`src/rtl/dcache.sv`:
```
// dcache: direct-mapped, write-back, write-allocate data cache in front of a
// 128-bit block memory. Word loads/stores from the CPU and block
// READ/WRITE/BUSYWAIT handshake to memory.
// Optional hit/miss counters are built when DCACHE_STATS_EN is defined.
module dcache #(
  parameter int unsigned NUM_LINES = 8
) (
  input  logic         CLOCK,
  input  logic         RESET,
  input  logic         READ,
  input  logic         WRITE,
  input  logic [31:0]  ADDRESS,
  input  logic [31:0]  WRITEDATA,
  output logic [31:0]  READDATA,
  output logic         BUSYWAIT,
  output logic         MEM_READ,
  output logic         MEM_WRITE,
  output logic [27:0]  MEM_ADDRESS,
  output logic [127:0] MEM_WRITEDATA,
  input  logic [127:0] MEM_READDATA,
  input  logic         MEM_BUSYWAIT
`ifdef DCACHE_STATS_EN
  ,
  output logic [31:0]  HIT_COUNT,
  output logic [31:0]  MISS_COUNT
`endif
);

  localparam int unsigned INDEX_BITS = $clog2(NUM_LINES);
  localparam int unsigned TAG_BITS   = 28 - INDEX_BITS;

  typedef enum logic [1:0] {
    IDLE      = 2'd0,
    WRITEBACK = 2'd1,
    FETCH     = 2'd2,
    UPDATE    = 2'd3
  } state_t;

  state_t state, next_state;

  logic [127:0]          data_array [NUM_LINES];
  logic [TAG_BITS-1:0]   tag_array  [NUM_LINES];
  logic [NUM_LINES-1:0]  valid;
  logic [NUM_LINES-1:0]  dirty;
  logic [127:0]          fetch_buf;

  logic [INDEX_BITS-1:0] index;
  logic [TAG_BITS-1:0]   addr_tag;
  logic [1:0]            word;
  logic                  request;
  logic                  hit;
  logic                  write_hit;
  logic                  unused_addr_lsb;

  // Address decode and combinational hit check
  assign index           = ADDRESS[3+INDEX_BITS:4];
  assign addr_tag        = ADDRESS[31:4+INDEX_BITS];
  assign word            = ADDRESS[3:2];
  assign request         = READ ^ WRITE;
  assign hit             = request && valid[index] && (tag_array[index] == addr_tag);
  assign write_hit       = (state == IDLE) && WRITE && !READ && hit;
  assign unused_addr_lsb = ^ADDRESS[1:0];

  // State register
  always_ff @(posedge CLOCK or posedge RESET) begin
    if (RESET) state <= IDLE;
    else       state <= next_state;
  end

  // Next-state logic
  always_comb begin
    next_state = state;
    case (state)
      IDLE:      if (request && !hit)
                   next_state = (valid[index] && dirty[index]) ? WRITEBACK : FETCH;
      WRITEBACK: if (!MEM_BUSYWAIT) next_state = FETCH;
      FETCH:     if (!MEM_BUSYWAIT) next_state = UPDATE;
      UPDATE:    next_state = IDLE;
      default:   next_state = IDLE;
    endcase
  end

  // Outputs decoded from state; requests drop as soon as state leaves WRITEBACK/FETCH
  always_comb begin
    MEM_READ      = 1'b0;
    MEM_WRITE     = 1'b0;
    MEM_ADDRESS   = '0;
    MEM_WRITEDATA = '0;
    READDATA      = '0;
    BUSYWAIT      = (state != IDLE) || (request && !hit);
    case (state)
      IDLE: begin
        if (READ && !WRITE && hit)
          READDATA = data_array[index][{word, 5'b0} +: 32];
      end
      WRITEBACK: begin
        MEM_WRITE     = 1'b1;
        MEM_ADDRESS   = {tag_array[index], index};
        MEM_WRITEDATA = data_array[index];
      end
      FETCH: begin
        MEM_READ    = 1'b1;
        MEM_ADDRESS = ADDRESS[31:4];
      end
      default: ;
    endcase
  end

  // Fetched block is held here until UPDATE installs it
  always_ff @(posedge CLOCK) begin
    if (state == FETCH && !MEM_BUSYWAIT) fetch_buf <= MEM_READDATA;
  end

  // Data and tag arrays: block install on UPDATE, word store on write hit
  always_ff @(posedge CLOCK) begin
    if (state == UPDATE) begin
      data_array[index] <= fetch_buf;
      tag_array[index]  <= addr_tag;
    end else if (write_hit) begin
      data_array[index][{word, 5'b0} +: 32] <= WRITEDATA;
    end
  end

  // Valid/dirty bits; reset invalidates every line, including one being installed
  always_ff @(posedge CLOCK or posedge RESET) begin
    if (RESET) begin
      valid <= '0;
      dirty <= '0;
    end else if (state == UPDATE) begin
      valid[index] <= 1'b1;
      dirty[index] <= 1'b0;
    end else if (write_hit) begin
      dirty[index] <= 1'b1;
    end
  end

`ifdef DCACHE_STATS_EN
  logic after_update;

  // Saturating hit/miss counters; the hit that completes a miss is not counted
  always_ff @(posedge CLOCK or posedge RESET) begin
    if (RESET) begin
      after_update <= 1'b0;
      HIT_COUNT    <= '0;
      MISS_COUNT   <= '0;
    end else begin
      after_update <= (state == UPDATE);
      if (state == IDLE && hit && !after_update && HIT_COUNT != 32'hFFFF_FFFF)
        HIT_COUNT <= HIT_COUNT + 32'd1;
      if (state == IDLE && next_state != IDLE && MISS_COUNT != 32'hFFFF_FFFF)
        MISS_COUNT <= MISS_COUNT + 32'd1;
    end
  end
`endif

endmodule

```
`config.mk`:
```
export PLATFORM = sky130hd
export DESIGN_NAME = dcache
export DESIGN_NICKNAME = d
export VERILOG_FILES = /design/src/rtl/dcache.sv
export SDC_FILE = /design/constraint.sdc
export NUM_CORES = 1
export LEC_CHECK = 0
export CAP_MARGIN = 20
export CORE_MARGIN = 2
export CORE_UTILIZATION = 38
export CTS_CLUSTER_DIAMETER = 80
export DETAILED_ROUTE_END_ITERATION = 10
export PLACE_DENSITY_LB_ADDON = 0.2
export SETUP_SLACK_MARGIN = 0.2
export SLEW_MARGIN = 20
export SYNTH_ARGS = -nofsm -noshare
export SYNTH_HDL_FRONTEND = slang
export SYNTH_SLANG_ARGS = --single-unit
```
`constraint.sdc`:
```
create_clock -name CLOCK -period 6.5 [get_ports CLOCK]
set_input_delay 1.95 -clock CLOCK [delete_from_list [all_inputs] [get_ports CLOCK]]
set_output_delay 1.95 -clock CLOCK [all_outputs]
set_load 0.02 [all_outputs]
```
==> metrics.txt <==
status finished, violations left; violated checks setup timing; Slowest-stage cell, CP a222oi_1; largest net degree at the start of global routing 97; RSZ-0062 raised after global routing yes; first-pass GRT wire length 264200 um; M1 wire length 81190 um; most frequent cells after synthesis edfxtp_1 (1352), a22oi_1 (359), nor2_1 (184); Worst slew margin 28.44%; Total Die Area 0.1460 mm^2; Lkg Pwr 24.66 nW; Tcrit/Tclk final 101.1%; setup ws final -73.43 ps; Worst Skew 34.00 ps; EDFF count, synth 1352; most used cell, CP buf_12; top cell type's share of synthesized area 74.76%; DR vias 35.41k; P per Cell Area 323.5 mW/mm^2; clk buf depth 3; Max Clk Rate 0.1521 GHz; Die Height 382.0 um; PortBufs 385; actual slew at the worst max-slew pin 1073 ps; fill count 11.89k; mux share of post-synthesis cell area 6.479%; DP Wirelength 125700 um; peak supply drop 0.2612 mV; DR top layer met5; Met2 Routed Length 89270 um; core area 0.1418 mm^2; Post-CTS Hold Buffers 0; IO Pins 388; effective utilization at floorplan 38.31%; layout cells sized above 1 30.16%; Clk Latency, worst-skew pair 790 ps; mean area per synthesized cell 16.61 um^2; cell with the most instances after synthesis edfxtp_1; Critical Path Fanout Max 10; Crit path max-delay family buffers and inverters; Gate Count Post-Synth 3270; final WL 192700 um; WS Path Type primary input to output pin; number of cell rows 138; max-cap viol count 0; Placed Cells 5945; fin. max-slew vios 0; All-Layer GR Usage 25.78%; Worst Hold Slack 469.0 ps; Netlist cell types 61; Arr. time, crit path 4620 ps; Compound-Gate Fraction of Synth Area 8.939%; Area Growth Syn to Fin 32.24%; simple-gate share of the synthesized area 5.557%; CP bufs+invs 6; ANT nets after route 0; initial drt markers 3757; largest family of logic cells by synthesized area compound AO/OA/AOI/OAI gates; crit-path cells buf_16 > buf_12 > buf_6 > mux2i_1 > a222oi_1 > a21boi_2 > nand3_1 > nor4b_2 > and4_4 > nand4_1 > buf_12 > buf_12 > nor2_1 > buf_4; crit end category output pin; Routed met3 length 17630 um; final hold violation count 0; Initial DRT Pass Iterations 6; die extent in x 382.0 um; GP Congestion 0.8209; Clock transition at path regs 50 ps; min cycle time layout 6573 ps; Synth Register Bits 1370; H-Tree Depth 4; largest stage delay on the critical path 320 ps; CTS tree yes; Remaining Overflow, GRT 0; synthesized area 0.05431 mm^2; nets 4463; Non-Filler Instances 6259; CP startpoint kind primary input; routed length per instance 30.79 um; Post-Synth Adder-Cell Area 0.2534%; CTS buffer count 147; number of global-route vias before repair 34.26k; drt via density 5.658; Synth area leaders edfxtp_1 (75%), a22oi_1 (5.0%), mux2i_1 (3.3%), mux4_2 (1.7%), mux2_2 (1.5%); initial antenna violation count 11; sequential-to-total area share from yosys stat 75.59%; Root Buffer clkbuf_16; Hold Path Class flip-flop to flip-flop; XOR/XNOR share of the synthesized area 0.1290%; WP data required 4550 ps; Top FF cell, synth edfxtp_1; clk sinks 1370; Synth Net Count 3478; Yosys Warn Count 0; number of remaining DRC errors 0; final setup violating endpoints 31; asr flop ratio synth 1.314%; Yosys top cell by area edfxtp_1
[metal layers]
metal  global-route usage (%)  up-vias
met5                        0        -
li1                         -    14989
met1                    36.75    18417
met3                    5.015      225
met2                    40.68     1778
met4                    6.343        2
[path summary, 6_finish.rpt]
check                            startpoint                    endpoint  slack, ps  depth (start not counted)
max                              ADDRESS[4]                READDATA[25]        -70                         14
min                                valid[0]                    valid[0]        470                          1
max reg2reg                tag_array[7][24]          data_array[2][116]       2510                         12
min reg2reg                        valid[0]                    valid[0]        470                          1
max in group asynchronous             RESET                    valid[7]       4330                          2
min in group asynchronous             RESET  asynchronous set/reset pin       1700                          2
[worst register-to-register path, cell delays in order (launching register included)]
cell and delay (ps):
edfxtp_1 360, mux2_4 260, a221o_1 300, a222oi_1 360
buf_4 210, xnor2_2 80, buf_4 150, nor4b_4 210
and4_4 310, buf_4 210, and3_4 380, buf_12 250
mux2i_1 630
[per-stage QoR]
stage / utilization, % / setup WS [ps] / setup TNS (ps) / total power [W] / instance area (um^2)
finish: 50.66 / -73.43 / -1141 / 0.02323 / 71810
detailed placement: 46.27 / -1079 / -75150 / 0.01493 / 65590
global route: 50.65 / -167.0 / -4197 / 0.02391 / 71800
global placement: 46.27 / -1086 / -75740 / 0.01488 / 65590
floorplan: - / 99.32 / 0 / 0.01264 / 54350
CTS: 50.31 / -55.60 / -681.2 / 0.02328 / 71320
[cell usage in the layout, fill, tap and decap left out, drive strengths merged, types with 10 or more instances in the layout]
master and n:
mux2i 179, and2 12, or3 10, and4 55
a22oi 359, and3 79, mux2 73, o21ai 27
mux4 40, clkdlybuf4s50 218, a22o 56, nor2 184
edfxtp 1352, nand2 149, clkinv 50, dlygate4sd2 38
a21oi 31, clkdlybuf4s15 21, o21a 36, nor2b 27
buf 718, a221oi 62, dfrtp 18, o22ai 28
ha 11, nor3 21, a222oi 17, nand2b 11
bufinv 15, clkbuf 221, nand4 10, inv 154
[sequential cells by signal, summed over array words and instances, names as in the netlist, named ones only]
register    cells
data_array   1024
fetch_buf     128
state           2
tag_array     200
valid           8
[where the power goes]
group / switching (W) / leakage, nW / internal, W
combinational: 0.00254 / 9.86 / 0.00150
clock: 0.00355 / 2.35 / 0.00486
sequential: 0.000148 / 12.5 / 0.0106
total: 0.00625 / 24.7 / 0.0170
[what timing repair did]
item,in CTS,in global routing
setup endpoints to repair,174,116
pin swaps,27,27
resized for setup,483,215
buffers inserted,21,16
gates cloned,11,3
[cells by family (layout without fill, tap and decap cells)]
kind of cell	Yosys count	in the layout
AO/OA/AOI/OAI	642	642
AND/OR/NAND/NOR	593	593
flip-flops	1370	1370
buffers and inverters	354	1448
other	0	5
multiplexers	292	292
XOR/XNOR	8	8
adder cells (fa/ha/maj)	11	11
[area by class of cell]
| cell class | count | area [um^2] | area share, % |
|---|---|---|---|
| Multi-Input combinational cell | 1546 | 12440 | 17.32 |
| Sequential cell | 1370 | 41050 | 57.16 |
| Timing Repair Buffer | 1045 | 10550 | 14.70 |
| Tap cell | 1890 | 2365 | 3.293 |
| Clock inverter | 82 | 1016 | 1.415 |
| Inverter | 145 | 550.5 | 0.7666 |
| Clock buffer | 176 | 3830 | 5.333 |
| Antenna cell | 5 | 12.51 | 0.01742 |
Power figures use the tool's default switching activity.
==> edit: new RTL, config.mk and constraints unchanged <==
Add a define of `DCACHE_STATS_EN`.
--- a/src/rtl/dcache.sv
+++ b/src/rtl/dcache.sv
@@ -2,6 +2,8 @@
 // 128-bit block memory. Word loads/stores from the CPU and block
 // READ/WRITE/BUSYWAIT handshake to memory.
 // Optional hit/miss counters are built when DCACHE_STATS_EN is defined.
+`define DCACHE_STATS_EN
+
 module dcache #(
   parameter int unsigned NUM_LINES = 8
 ) (
New outputs: HIT_COUNT and MISS_COUNT. Function: not settled (the Yosys comparison gave no result); the edit may change what the design does.
==> edit against the original RTL <==
- final area up 4.2%
- critical endpoint is now READDATA[24]
- the run still ends with negative setup slack left
- area after synthesis grew 4.9%
- sequential power is 4% higher
- wire length rose by 3.9%
- total power up 4.2%
- worst setup slack worse by 270 ps
- sequential cell count increased by 65
- cell count rose by 6.9%
==> edit: results (changes against the original RTL) <==
qor: yosys.synth-compound-area-share 0.08935 [was 0.08939]
qor: global_route.gr-usage-met2 0.3945 [was 0.4068]
qor: yosys.post_synth_mux_area_share 0.04988 [was 0.06479]
qor: final_layout.final.signal_inverter_count 159 [was 145]
qor: global_route.met1_routing_resource_usage_after_global_routing 0.3689 [was 0.3675]
qor: final_layout.fin_nets 4762 [was 4463]
qor: cts.postCtsSetupRepairBufs 41 [was 21]
qor: global_route.grt_start_max_net_pins 72 [was 97]
qor: yosys.syn_nets 3801 [was 3478]
qor: cts.cts_made_buffers 156 [was 147]
qor: status.status finished with violations [unchanged]
qor: setup_path.critical-path-max-stage-delay 510 ps [was 320 ps]
qor: setup_path.path_delay_family simple AND/OR/NAND/NOR gates [was buffers and inverters]
qor: sta.worst_case_setup_margin_in_the_final_layout -342.1 ps [was -73.43 ps]
qor: sta.setup_viol 33 [was 31]
qor: place.postPlaceCellArea 68430 um^2 [was 65590 um^2]
qor: final_layout.seqAreaFraction 0.5704 [was 0.5716]
qor: floorplan.placeableCoreArea 149400 um^2 [was 141800 um^2]
qor: routing.met1Wirelength 84010 um [was 81190 um]
qor: place.gp_routability_congestion 0.8689 [was 0.8209]
qor: place.place.port_buffers 449 [was 385]
qor: final_layout.buf_share 0.1342 [was 0.1470]
qor: sta.max-slew-margin-rel 0.2224 [was 0.2844]
qor: yosys.synth.yosys.seq_area_share 0.7488 [was 0.7559]
qor: setup_path.critPathSlowestCell sky130_fd_sc_hd__mux4_2 [was sky130_fd_sc_hd__a222oi_1]
qor: final_layout.layout.clock.cell_area_share 0.06935 [was 0.06748]
qor: status.violated_checks negative setup slack [unchanged]
## edit: changes by cell type after synthesis, sizes merged, moves of 44 or more
cell | before | now
mux2i | 179 | 87
a221oi | 62 | 123
nand3 | 7 | 164
dfrtp | 18 | 83
xor2 | 6 | 51
o21ai | 27 | 172
nand2 | 149 | 72
a22oi | 359 | 234
and4 | 55 | 11
nor2 | 184 | 234
## edit: path summary, 6_finish.rpt
kind	to	start	depth (start not counted)	slack, ps
min in group asynchronous	HIT_COUNT[25]$_DFFE_PP0P_	RESET	2	1620
max in group asynchronous	async pin	RESET	3	3990
max reg2reg	data_array[3][32]$_DFFE_PP_	tag_array[3][14]$_DFFE_PP_	18	1540
min	valid[0]$_DFFE_PP0P_	valid[0]$_DFFE_PP0P_	1	470
min reg2reg	valid[0]$_DFFE_PP0P_	valid[0]$_DFFE_PP0P_	1	470
max	READDATA[24]	ADDRESS[4]	15	-340
